[config.mk]
export PLATFORM = sky130hd
export DESIGN_NAME = reg_share_arbiter
export DESIGN_NICKNAME = d
export VERILOG_FILES = /design/src/rtl/reg_share_arbiter.sv
export SDC_FILE = /design/constraint.sdc
export NUM_CORES = 1
export LEC_CHECK = 0
export ABC_AREA = 1
export CORE_AREA = 2 2 57 59
export CTS_CLUSTER_DIAMETER = 80
export DETAILED_ROUTE_END_ITERATION = 12
export DIE_AREA = 0 0 59 61
export DONT_BUFFER_PORTS = 1
export GPL_ROUTABILITY_DRIVEN = 0
export GPL_TIMING_DRIVEN = 1
export PLACE_DENSITY = 0.56
export SYNTH_ARGS = -nofsm -noshare
export SYNTH_HDL_FRONTEND = slang
export SYNTH_SLANG_ARGS = --single-unit
[constraint.sdc]
create_clock -name clk -period 2.6 [get_ports clk]
set_clock_uncertainty 0.1 [all_clocks]
set_input_delay 0.65 -clock clk [delete_from_list [all_inputs] [get_ports clk]]
set_output_delay 0.65 -clock clk [all_outputs]
set_load 0.05 [all_outputs]
[src/rtl/reg_share_arbiter.sv]
// Round-robin write arbiter owning one shared N-bit register; 3 cycles per write, aborts cost 2.
// Optional REG_ARB_LOCK_EN adds a lock input for back-to-back writes by the current owner.
module reg_share_arbiter #(
  parameter int N = 4
) (
  input  logic           clk,
  input  logic           reset_n,
  input  logic [3:0]     req,
  input  logic [4*N-1:0] d,
`ifdef REG_ARB_LOCK_EN
  input  logic           lock,
`endif
  output logic [3:0]     gnt,
  output logic [3:0]     ack,
  output logic [N-1:0]   q,
  output logic [1:0]     owner,
  output logic           busy
);

  typedef enum logic [1:0] {IDLE, GRANT, ACK} state_t;

  state_t       state, state_nxt;
  logic [1:0]   ptr, ptr_nxt, owner_nxt, win;
  logic         found, lock_hold;
  logic [3:0]   gnt_nxt, ack_nxt;
  logic [N-1:0] q_nxt;

`ifdef REG_ARB_LOCK_EN
  assign lock_hold = lock & req[owner];
`else
  assign lock_hold = 1'b0;
`endif

  // First set request at or after ptr, wrapping modulo 4.
  always_comb begin
    logic [1:0] idx;
    win   = ptr;
    found = 1'b0;
    idx   = ptr;
    for (int i = 0; i < 4; i++) begin
      idx = ptr + 2'(i);
      if (!found && req[idx]) begin
        win   = idx;
        found = 1'b1;
      end
    end
  end

  always_comb begin
    state_nxt = state;
    ptr_nxt   = ptr;
    owner_nxt = owner;
    gnt_nxt   = gnt;
    ack_nxt   = ack;
    q_nxt     = q;
    case (state)
      IDLE: begin
        if (found) begin
          gnt_nxt   = 4'b0001 << win;
          owner_nxt = win;
          state_nxt = GRANT;
        end
      end
      GRANT: begin
        if (req[owner]) begin
          q_nxt     = d[owner*N +: N];
          ack_nxt   = 4'b0001 << owner;
          state_nxt = ACK;
        end else begin
          gnt_nxt   = 4'b0000;
          state_nxt = IDLE;
        end
      end
      ACK: begin
        ack_nxt = 4'b0000;
        // A locked owner keeps the grant and the pointer for its next write.
        if (lock_hold) begin
          state_nxt = GRANT;
        end else begin
          gnt_nxt   = 4'b0000;
          ptr_nxt   = owner + 2'd1;
          state_nxt = IDLE;
        end
      end
      default: begin
        gnt_nxt   = 4'b0000;
        ack_nxt   = 4'b0000;
        state_nxt = IDLE;
      end
    endcase
  end

  always_ff @(posedge clk or negedge reset_n) begin
    if (!reset_n) begin
      state <= IDLE;
      ptr   <= 2'd0;
      owner <= 2'd0;
      gnt   <= 4'b0000;
      ack   <= 4'b0000;
      q     <= '0;
    end else begin
      state <= state_nxt;
      ptr   <= ptr_nxt;
      owner <= owner_nxt;
      gnt   <= gnt_nxt;
      ack   <= ack_nxt;
      q     <= q_nxt;
    end
  end

  assign busy = (state != IDLE);

endmodule

# Word-level counts from Yosys, hierarchy flattened
# Index checks and enable logic that the tools add are counted.
dict set report totals {
  regBits 18
  inputBits 22
  output_inout_bits 15
  elab_cells 61
}
dict set report op_classes {
  addsub 4
  magnitude_cmp 5
  n_eq_ne 5
  shift 3
  muxes 25
  bitwise 1
  n_reduce_logical 12
}
# cell count
set op_table {}
lappend op_table {{4-bit case mux with 2 select lines} 2}
lappend op_table {{16-bit by 5-bit variable part select with 4-bit output} 1}
lappend op_table {{2-bit by 3-bit < comparator with 1-bit output, second input constant} 5}
lappend op_table {{4-bit 2-to-1 mux} 3}
lappend op_table {{1-bit binary-select mux with 2-bit select} 5}
lappend op_table {{2-bit 2-to-1 mux} 5}
lappend op_table {{1-bit 2-to-1 mux} 9}
lappend op_table {{2-bit AND reduction} 4}
lappend op_table {{1-bit by 2-bit << shifter with 4-bit output, first input constant} 2}
lappend op_table {{2-bit != test, second input constant} 3}
lappend op_table {{2-bit by 1-bit adder with 2-bit output, second input constant} 2}
lappend op_table {{2-bit adder, second input constant} 2}
lappend op_table {{2-bit case mux with 2 select lines} 1}
lappend op_table {{1-bit logical AND} 3}
lappend op_table {{1-bit zero test} 3}
lappend op_table {{2-bit by 1-bit == test with 1-bit output, second input constant} 1}
lappend op_table {{2-bit == test, second input constant} 1}
lappend op_table {{2-bit zero test} 1}
lappend op_table {{2-bit nonzero test} 1}
lappend op_table {{1-bit NOT} 1}

# Logic depth before layout (Yosys ltp)
# Gate-level depths: netlist of the first run.
dict set report depth {
  ltp_word 15
  ltp_mapped 14
  mapped_depth_nobuf 13
}

# Worst setup path before layout of the first run
# OpenSTA, ideal clock, no wires.
dict set report synth_path {
  path_type {reg-to-reg}
  from {register owner[1]}
  to {register q[3]}
  setup_ps 82
  t_arrival_ps 1754
  t_required_ps 2418
  setup_slack_ps 664
  stages_incl_launch_ff 10
  n_path_buf 1
  period_less_slack_ps 1936
  path_cell_list {dfrtp_1 inv_1 a21oi_1 o21ai_0 nand2_1 nand3_1 inv_1 buf_4 nor2_1 a31oi_1}
}
dict set report synth_between {
  elab_chain_len 3
  elab_cells_between_ends 4
  classes_between {shift (1); mux (2); reduce/logical (1)}
}
# element line
set synth_lines {}
lappend synth_lines {{start, declared} 16} ;# output logic [1:0] owner,
lappend synth_lines {{start signal, assigned} 104} ;# owner <= owner_nxt;
lappend synth_lines {{parallel branches: the longest is 3 deep, another holds 16-bit by 5-bit variable part select with 4-bit output} -}
lappend synth_lines {{end signal, assigned} 107} ;# q <= q_nxt;
lappend synth_lines {{end, declared} 15} ;# output logic [N-1:0] q,
# Several ways; the timed one is not identified. The select of a mux whose other input is x is not followed.
# A chain may end at the register's enable or synchronous reset.

# Worst setup path in the final report of the first run
dict set report layout_path {
  from {register state[0]}
  to {output port busy}
}
dict set report layout_between {
  elab_chain_len 1
}
# element line
set layout_lines {}
lappend layout_lines {{start, declared} 22} ;# state_t state, state_nxt;
lappend layout_lines {{start signal, assigned} 102} ;# state <= state_nxt;
lappend layout_lines {{2-bit nonzero test} 111} ;# assign busy = (state != IDLE);
lappend layout_lines {{end, declared} 17} ;# output logic busy
# Every way passes these cells.

==> impl_metrics.json, run 1 <==
{
  "status": "finished, final reports clean",
  "use_met2_pct": 32.9,
  "overflow": 0,
  "dpl.hpwl_mm": 2.26,
  "fin_nets": 227,
  "drtIter0Drc": 58,
  "grt_max_degree": 19,
  "synth_edf_count": 0,
  "worstMarginPinSlew_ns": 0.856,
  "port_buffers": 0,
  "gr-usage-met3_pct": 3.20,
  "numCtsBuffers": 3,
  "synthFlopType": "dfrtp_1",
  "tritoncts": "yes",
  "num_vias": 1233,
  "critPathMaxFanout": 4,
  "peakVddDrop_uv": 630,
  "cp-start-kind": "flop",
  "ant_nets": 0,
  "hold_viol": 0,
  "rows": 20,
  "holdWs_ns": 0.480,
  "min_from": "d[15]",
  "grtUsageMet1_pct": 23.9,
  "min_path_type": "in2reg",
  "clk_latency_ns": 0.30,
  "synthXorXnorAreaFrac_pct": 0,
  "whs_path_depth": 2,
  "min_period_over_period_pct": 79.0,
  "dieWidth_um": 59,
  "via_per_inst": 5.29,
  "cp.arrival_ns": 1.30,
  "clkTransAtPathRegs_ns": 0.11,
  "synthCells": 199,
  "wire_per_inst_um": 12.9,
  "muxShareOfSynthArea_pct": 0,
  "reg2reg_depth": 11,
  "drc": 0,
  "routed_wl_mm": 3.01,
  "synthDistinctLibCells": 22,
  "synth-async-reset-ratio_pct": 100,
  "grt_pass1_wl_mm": 5.28,
  "syn_to_final_growth_pct": 4.41,
  "slew_headroom_pct": 42.7,
  "reg2reg_slack_ns": 0.55,
  "tns_ns": 0,
  "clock-sinks": 18,
  "synth_area_mm2": 0.00131,
  "busiest_layer": "met2",
  "crit_start": "state[0]",
  "min_to": "q[3]",
  "synth_adder_area_share_pct": 3.84,
  "synth_top_family_by_area": "simple AND/OR/NAND/NOR gates",
  "synth-seq-cells": 18,
  "diodes": 0,
  "antenna_found_initial": 0,
  "grt.total_usage_pct": 19.1,
  "setup_viol": 0,
  "synth-simple-area-share_pct": 45.1,
  "coreArea_mm2": 0.00295,
  "yosysSeqAreaShare_pct": 34.5,
  "start_util_pct": 44.2,
  "syn_area_per_cell_um2": 6.56,
  "crit_required_ns": 1.85,
  "fin_util_pct": 46.1,
  "period_minus_slack_ns": 2.05,
  "firstDrtPassIters": 4,
  "yosysTopAreaCell": "dfrtp_1",
  "clockBufferDepth": 2,
  "synth.most_common_cell": "nand2_1",
  "synth.net_count": 225,
  "yosys-top-cells-count": "nand2_1 (79), nor2_1 (24), nand3_1 (22)",
  "drv_cap": 0,
  "pin_count": 37,
  "drive_gt1_share_pct": 9.50,
  "max_freq_mhz": 487,
  "r2r-end": "gnt[1]",
  "crit_path_end_kind": "primary output",
  "nFillCells": 319,
  "synth_top_area_share_pct": 34.5,
  "reg2reg_from": "ptr[0]",
  "synth_warnings": 0,
  "cts_root_buf": "clkbuf_4",
  "htreeDepth": 1,
  "power_density_mw_per_mm2": 1580,
  "rsz0062_at_grt": "false",
  "synth_compound_area_share_pct": 8.92,
  "die_h_um": 61,
  "critical_path_class": "reg2out",
  "grt_pass1_vias": 1192,
  "synth_area_leaders": "dfrtp_1 (35%), nand2_1 (23%), nand3_1 (8.4%), nor2_1 (6.9%), o21ai_0 (4.2%)",
  "p_leak_nw": 0.745,
  "maxSlewViolCount": 0,
  "die_area_mm2": 0.00360
}
-- where the power goes --
group	internal, mW	switching [mW]	total, mW
registers	0.394	0.379	0.773
logic	0.367	0.832	1.20
clock network	0.0854	0.0952	0.181
-- repair_timing --
item / in CTS / in global routing
setup buffers: 0 / 0
hold buffers: 1 / 0
gates resized for setup: 0 / 0
hold endpoints to repair: 18 / 0
-- how the worst max path moves through the flow --
stage,end,slack [ns]
2_1_floorplan,q[3],0.66
3_3_place_gp,gnt[3],0.60
3_5_place_dp,gnt[1],0.58
4_1_cts,busy,0.53
5_1_grt,gnt[2],0.32
6_report,busy,0.55
-- state kept, by name, summed over array words and instances (netlist names) --
| register | flops |
|---|---|
| ack | 4 |
| state | 2 |
| gnt | 4 |
| owner | 2 |
| q | 4 |
| ptr | 2 |
-- worst max-delay path, stage by stage (launching register included) --
cell and delay, ns:
dfrtp_1 0.42, nor2_1 0.28, inv_1 0.30
-- final cells by class --
cell class | count | area (µm²) | share of cell area [%]
inverter | 14 | 55.1 | 4.04
tap | 33 | 41.3 | 3.03
timing repair buffer | 3 | 25.0 | 1.84
clock buffer | 4 | 36.3 | 2.66
sequential | 18 | 450 | 33.1
multi-input combinational | 161 | 754 | 55.4
-- cells in the final DEF (no fill, tap or decap) --
master         netlist  routed
a21oi_1              4       4
clkbuf_4             0       3
buf_4                2       2
nand4_2              1       1
dfrtp_1             18      18
a31oi_1              4       4
nor2_4               1       1
ha_1                 4       4
nand2_4              1       1
nor2_1              24      24
dlygate4sd3_1        0       1
o21ai_4              1       1
nand4_1              2       2
inv_4                1       1
nand2_1             79      79
or2_2                1       1
inv_1               12      12
inv_2                1       1
clkbuf_8             0       1
nand3_1             22      22
nand2_2              5       5
nor2_2               1       1
o21ai_0             11      11
-- stage by stage --
step                      instance area (µm²)  total power, mW  setup slack, ns  std cells
final                                    1360             2.15            0.546        233
after global routing                     1360             2.37            0.316        233
after detailed placement                 1320             1.98            0.578        228
after CTS                                1360             2.17            0.532        233
after floorplan                          1310             1.78            0.664        199
after global placement                   1320             1.97            0.596        228
-- cell families after synthesis --
kind of cell / Yosys count
AO/OA/AOI/OAI: 20
adder cells (fa/ha/maj): 4
buffers and inverters: 20
flip-flops: 18
AND/OR/NAND/NOR: 137
-- routing by layer --
layer	wire length [µm]	share of wire (%)
met2	1500	50
met5	0	0
met4	42	1.4
met1	1330	44
met3	135	4.5
Note: power is estimated with default switching activity, not from simulation.
==> run 2, diff against run 1 <==
- PLACE_DENSITY: 0.56 -> 0.58
- clock period: 2.6 -> 1.7 ns (I/O delays scaled with it)
==> impl_metrics.json, run 2 (same netlist as run 1, synthesis figures left out) <==
{
  "cp.arrival_ns": 1.83,
  "dieWidth_um": 59,
  "whs_path_depth": 2,
  "reg2reg_depth": 10,
  "cp.depth": 10,
  "drtIter0Drc": 110,
  "crit_buf_inv": 1,
  "hold_viol": 0,
  "syn_to_final_growth_pct": 28.0,
  "setup_viol": 6,
  "grt_pass1_vias": 1316,
  "start_util_pct": 44.2,
  "top_regs": "ack: 4 flops, gnt: 4 flops, q: 4 flops",
  "num_vias": 1368,
  "critical_path.top_delay_family": "simple AND/OR/NAND/NOR gates",
  "die_area_mm2": 0.00360,
  "tritoncts": "yes",
  "fin_util_pct": 56.6,
  "final_cell_mix": "nand2_1 (64), nor2_1 (22), buf_4 (22)",
  "seqCellArea_um2": 455,
  "drv_cap": 0,
  "grt_pass1_wl_mm": 5.80,
  "critical_path_class": "reg2reg",
  "pin_count": 37,
  "crit_path_top_delay_cell": "dfrtp_2",
  "grt.total_usage_pct": 20.7,
  "clock-sinks": 18,
  "diodes": 0,
  "path_cells": "buf_6 -> nand2_1 -> nand3_1 -> nand2_2 -> nor2_4 -> nand2_2 -> o21ai_4 -> nor2_4 -> nand2_1 -> nand2_1",
  "crit_required_ns": 1.79,
  "cts_root_buf": "clkbuf_4",
  "drc": 0,
  "clkTransAtPathRegs_ns": 0.10,
  "ant_nets": 0,
  "violations": "negative setup slack",
  "coreArea_mm2": 0.00295,
  "clk_latency_ns": 0.29,
  "numCtsBuffers": 3,
  "max_freq_mhz": 574,
  "rsz0062_at_grt": "true",
  "period_minus_slack_ns": 1.74,
  "htreeDepth": 1,
  "via_per_inst": 5.32,
  "multi_input_area_um2": 857,
  "crit_top_cell": "nand2_1",
  "die_h_um": 61,
  "dpl.hpwl_mm": 2.46,
  "nFillCells": 273,
  "wire_per_inst_um": 13.9,
  "maxSlewViolCount": 0,
  "crit_path_max_incr_delay_ns": 0.43,
  "clockBufferDepth": 2,
  "crit_path_end_kind": "flop",
  "routed_wl_mm": 3.57,
  "cp-start-kind": "flop",
  "port_buffers": 0,
  "post-place-ws_ns": -0.0121,
  "antenna_found_initial": 0,
  "min_period_over_period_pct": 103,
  "final_common_cell": "nand2_1",
  "status": "complete, but fails checks",
  "rows": 20,
  "slew_headroom_pct": 46.9,
  "fin_nets": 251,
  "overflow": 0,
  "worstMarginPinSlew_ns": 0.794,
  "drive_gt1_share_pct": 32.6,
  "firstDrtPassIters": 4,
  "min_path_type": "in2reg",
  "grt_max_degree": 19,
  "critPathMaxFanout": 8,
  "finalWorstSetupSlack_ns": -0.0429
}
run 2: changes by cell type in the layout (fill, tap and decap cells not counted), sizes merged:
cell / before / now
clkinv: 0 / 1
clkinvlp: 0 / 2
buf: 2 / 25
inv: 14 / 12
run 2: timing repair:
| action | 4_1_cts | 5_1_grt |
|---|---|---|
| endpoints found under the setup margin | 6 | 16 |
| hold buffers | 1 | 0 |
| cloned | 0 | 1 |
| setup buffers | 5 | 6 |
| pin swaps | 17 | 7 |
| gates resized for setup | 24 | 15 |
| hold endpoints to repair | 18 | 0 |
run 2: worst paths after layout:
path / from / slack [ns] / to
worst max-delay path: ptr[0] / -0.04 / gnt[2]
worst min-delay path: d[13] / 0.27 / q[1]
worst max register to register: ptr[0] / -0.04 / gnt[2]
worst min register to register: owner[1] / 0.57 / q[2]
max in group asynchronous: reset_n / 0.40 / ptr[1]
min in group asynchronous: reset_n / 0.55 / ack[3]
run 2: area by class of cell:
| class | count | share of cell area [%] |
|---|---|---|
| repair inverters | 1 | 0.449 |
| inverters | 14 | 3.82 |
| well taps | 33 | 2.47 |
| repair buffers | 26 | 12.5 |
| clock buffers | 4 | 2.17 |
| flip-flops and latches | 18 | 27.3 |
| multi-input cells | 161 | 51.3 |
run 2: per-stage QoR:
step                      instance area (µm²)  hold slack [ns]  setup TNS [ns]  cells
after global routing                     1670            0.295          -0.674    257
final                                    1670            0.271          -0.164    257
after CTS                                1570            0.269         -0.0508    250
after detailed placement                 1410           0.0297         -0.0333    240
after global placement                   1410           0.0298               0    240
after floorplan                          1310           0.0294               0    199
run 2: per-layer routing:
metal / up-vias / part of all wire (%) / GRT usage [%]
met5: - / 0 / 0
met2: 32 / 54 / 39.5
met3: 4 / 3.8 / 1.92
met1: 643 / 41 / 24.8
li1: 689 / - / -
met4: 0 / 0.81 / 5.19
Power of run 2 is not shown: default switching activity piles up to over one toggle a cycle in this logic, so the estimate is an artifact.
==> run 3, diff against run 2 <==
- HOLD_SLACK_MARGIN: not set -> 0.03
- SETUP_SLACK_MARGIN: not set -> 0.3
==> impl_metrics.json, run 3 (same netlist as run 1, synthesis figures left out) <==
{
  "dpl.hpwl_mm": 2.48,
  "setup_viol": 6,
  "die_h_um": 61,
  "crit_path_max_incr_delay_ns": 0.45,
  "critical_path.top_delay_family": "simple AND/OR/NAND/NOR gates",
  "drive_gt1_share_pct": 41.5,
  "overflow": 0,
  "nFillCells": 268,
  "drv_cap": 0,
  "min_period_over_period_pct": 105,
  "fin_util_pct": 61.4,
  "crit_buf_inv": 1,
  "cts_root_buf": "clkbuf_4",
  "max_freq_mhz": 558,
  "port_buffers": 0,
  "crit_required_ns": 1.80,
  "critical_path_class": "reg2reg",
  "drc": 0,
  "path_cells": "buf_6 -> nand2_1 -> nand3_1 -> nand2_1 -> nor2_4 -> nand2_4 -> o21ai_4 -> nor2_4 -> a21oi_1",
  "cp.arrival_ns": 1.90,
  "fin_nets": 251,
  "diodes": 0,
  "crit_path_end_kind": "flop",
  "crit_path_top_delay_cell": "dfrtp_2",
  "start_util_pct": 44.2,
  "min_path_type": "in2async",
  "firstDrtPassIters": 4,
  "rsz0062_at_grt": "true",
  "reg2reg_from": "ptr[0]",
  "clock-sinks": 18,
  "routed_wl_mm": 3.87,
  "ant_nets": 0,
  "dieWidth_um": 59,
  "reg2reg_depth": 9,
  "grt_pass1_wl_mm": 5.98,
  "clk_latency_ns": 0.29,
  "maxSlewViolCount": 0,
  "grt_max_degree": 19,
  "hold_viol": 0,
  "wire_per_inst_um": 15.1,
  "grt_pass1_vias": 1330,
  "syn_to_final_growth_pct": 39.0,
  "top_regs": "ack: 4 flops, gnt: 4 flops, q: 4 flops",
  "status": "complete, but fails checks",
  "slew_headroom_pct": 46.1,
  "die_area_mm2": 0.00360,
  "clockBufferDepth": 2,
  "coreArea_mm2": 0.00295,
  "worstMarginPinSlew_ns": 0.809,
  "clkTransAtPathRegs_ns": 0.10,
  "numCtsBuffers": 3,
  "num_vias": 1405,
  "pin_count": 37,
  "r2r-end": "owner[0]",
  "critPathMaxFanout": 5,
  "reg2reg_slack_ns": -0.09,
  "final_cell_mix": "nand2_1 (62), nand3_1 (18), nor2_1 (18), buf_4 (18), dfrtp_2 (14)",
  "rows": 20,
  "final_common_cell": "nand2_1",
  "period_minus_slack_ns": 1.79,
  "violations": "negative setup slack",
  "cp-start-kind": "flop",
  "via_per_inst": 5.47,
  "grt.total_usage_pct": 22.0,
  "finalWorstSetupSlack_ns": -0.0931,
  "antenna_found_initial": 0,
  "htreeDepth": 1,
  "tritoncts": "yes",
  "drtIter0Drc": 65
}
-- run 3: cell count changes in the layout (fill, tap and decap cells not counted), moves of 3 or more --
| cell | before | now |
|---|---|---|
| nor2_1 | 22 | 18 |
| nor2_4 | 2 | 5 |
| nand2_2 | 18 | 13 |
| dfrtp_2 | 4 | 14 |
| nand2_4 | 3 | 10 |
| dfrtp_1 | 14 | 3 |
| buf_4 | 22 | 18 |
-- run 3: final cells by class --
type	instances	area (µm²)	area share, %
well taps	33	41.3	2.28
flip-flops and latches	18	472	26.0
multi-input cells	161	928	51.2
inverters	14	77.6	4.28
clock buffers	4	36.3	2.00
repair buffers	27	259	14.3
-- run 3: per-layer routing --
metal	global-route usage [%]	wire length, µm
met5	0	0
met3	3.20	122
met4	6.82	54
met1	26.3	1630
met2	40.5	2070
-- run 3: per-stage QoR --
step	hold WS [ns]	instances	TNS [ns]	worst slack, ns	cell area (µm²)
finish	0.181	257	-0.424	-0.0931	1810
global placement	0.0298	236	-0.000870	-0.000870	1410
floorplan	0.0294	199	0	0.124	1360
global route	0.257	257	-0.963	-0.176	1810
detailed placement	0.0297	236	0	0.00311	1410
CTS	0.268	252	0	0.0130	1640
-- run 3: worst max path at each step --
stage	start	endpoint	slack (ns)	depth (start not counted)
2_1_floorplan	ptr[0]	gnt[1]	0.12	12
3_3_place_gp	ptr[0]	gnt[3]	-0.0009	11
3_5_place_dp	ptr[0]	owner[0]	0.003	10
4_1_cts	ptr[0]	owner[0]	0.01	10
5_1_grt	ptr[0]	gnt[1]	-0.18	10
6_report	ptr[0]	owner[0]	-0.09	9
-- run 3: timing repair --
| action | in CTS | in global routing |
|---|---|---|
| resized for setup | 39 | 38 |
| endpoints found under the setup margin | 30 | 38 |
| pin swaps | 3 | 6 |
| gates cloned | 1 | 0 |
| endpoints found under the hold margin | 18 | 0 |
| buffers inserted | 10 | 5 |
| hold buffers | 1 | 0 |
-- run 3: worst reg2reg max path, cell delays in order (launching register included) --
cell and delay (ns):
dfrtp_2 0.45, buf_6 0.13, nand2_1 0.08, nand3_1 0.12, nand2_1 0.12, nor2_4 0.17
nand2_4 0.08, o21ai_4 0.25, nor2_4 0.08, a21oi_1 0.15
Power of run 3 is left out for the same reason.
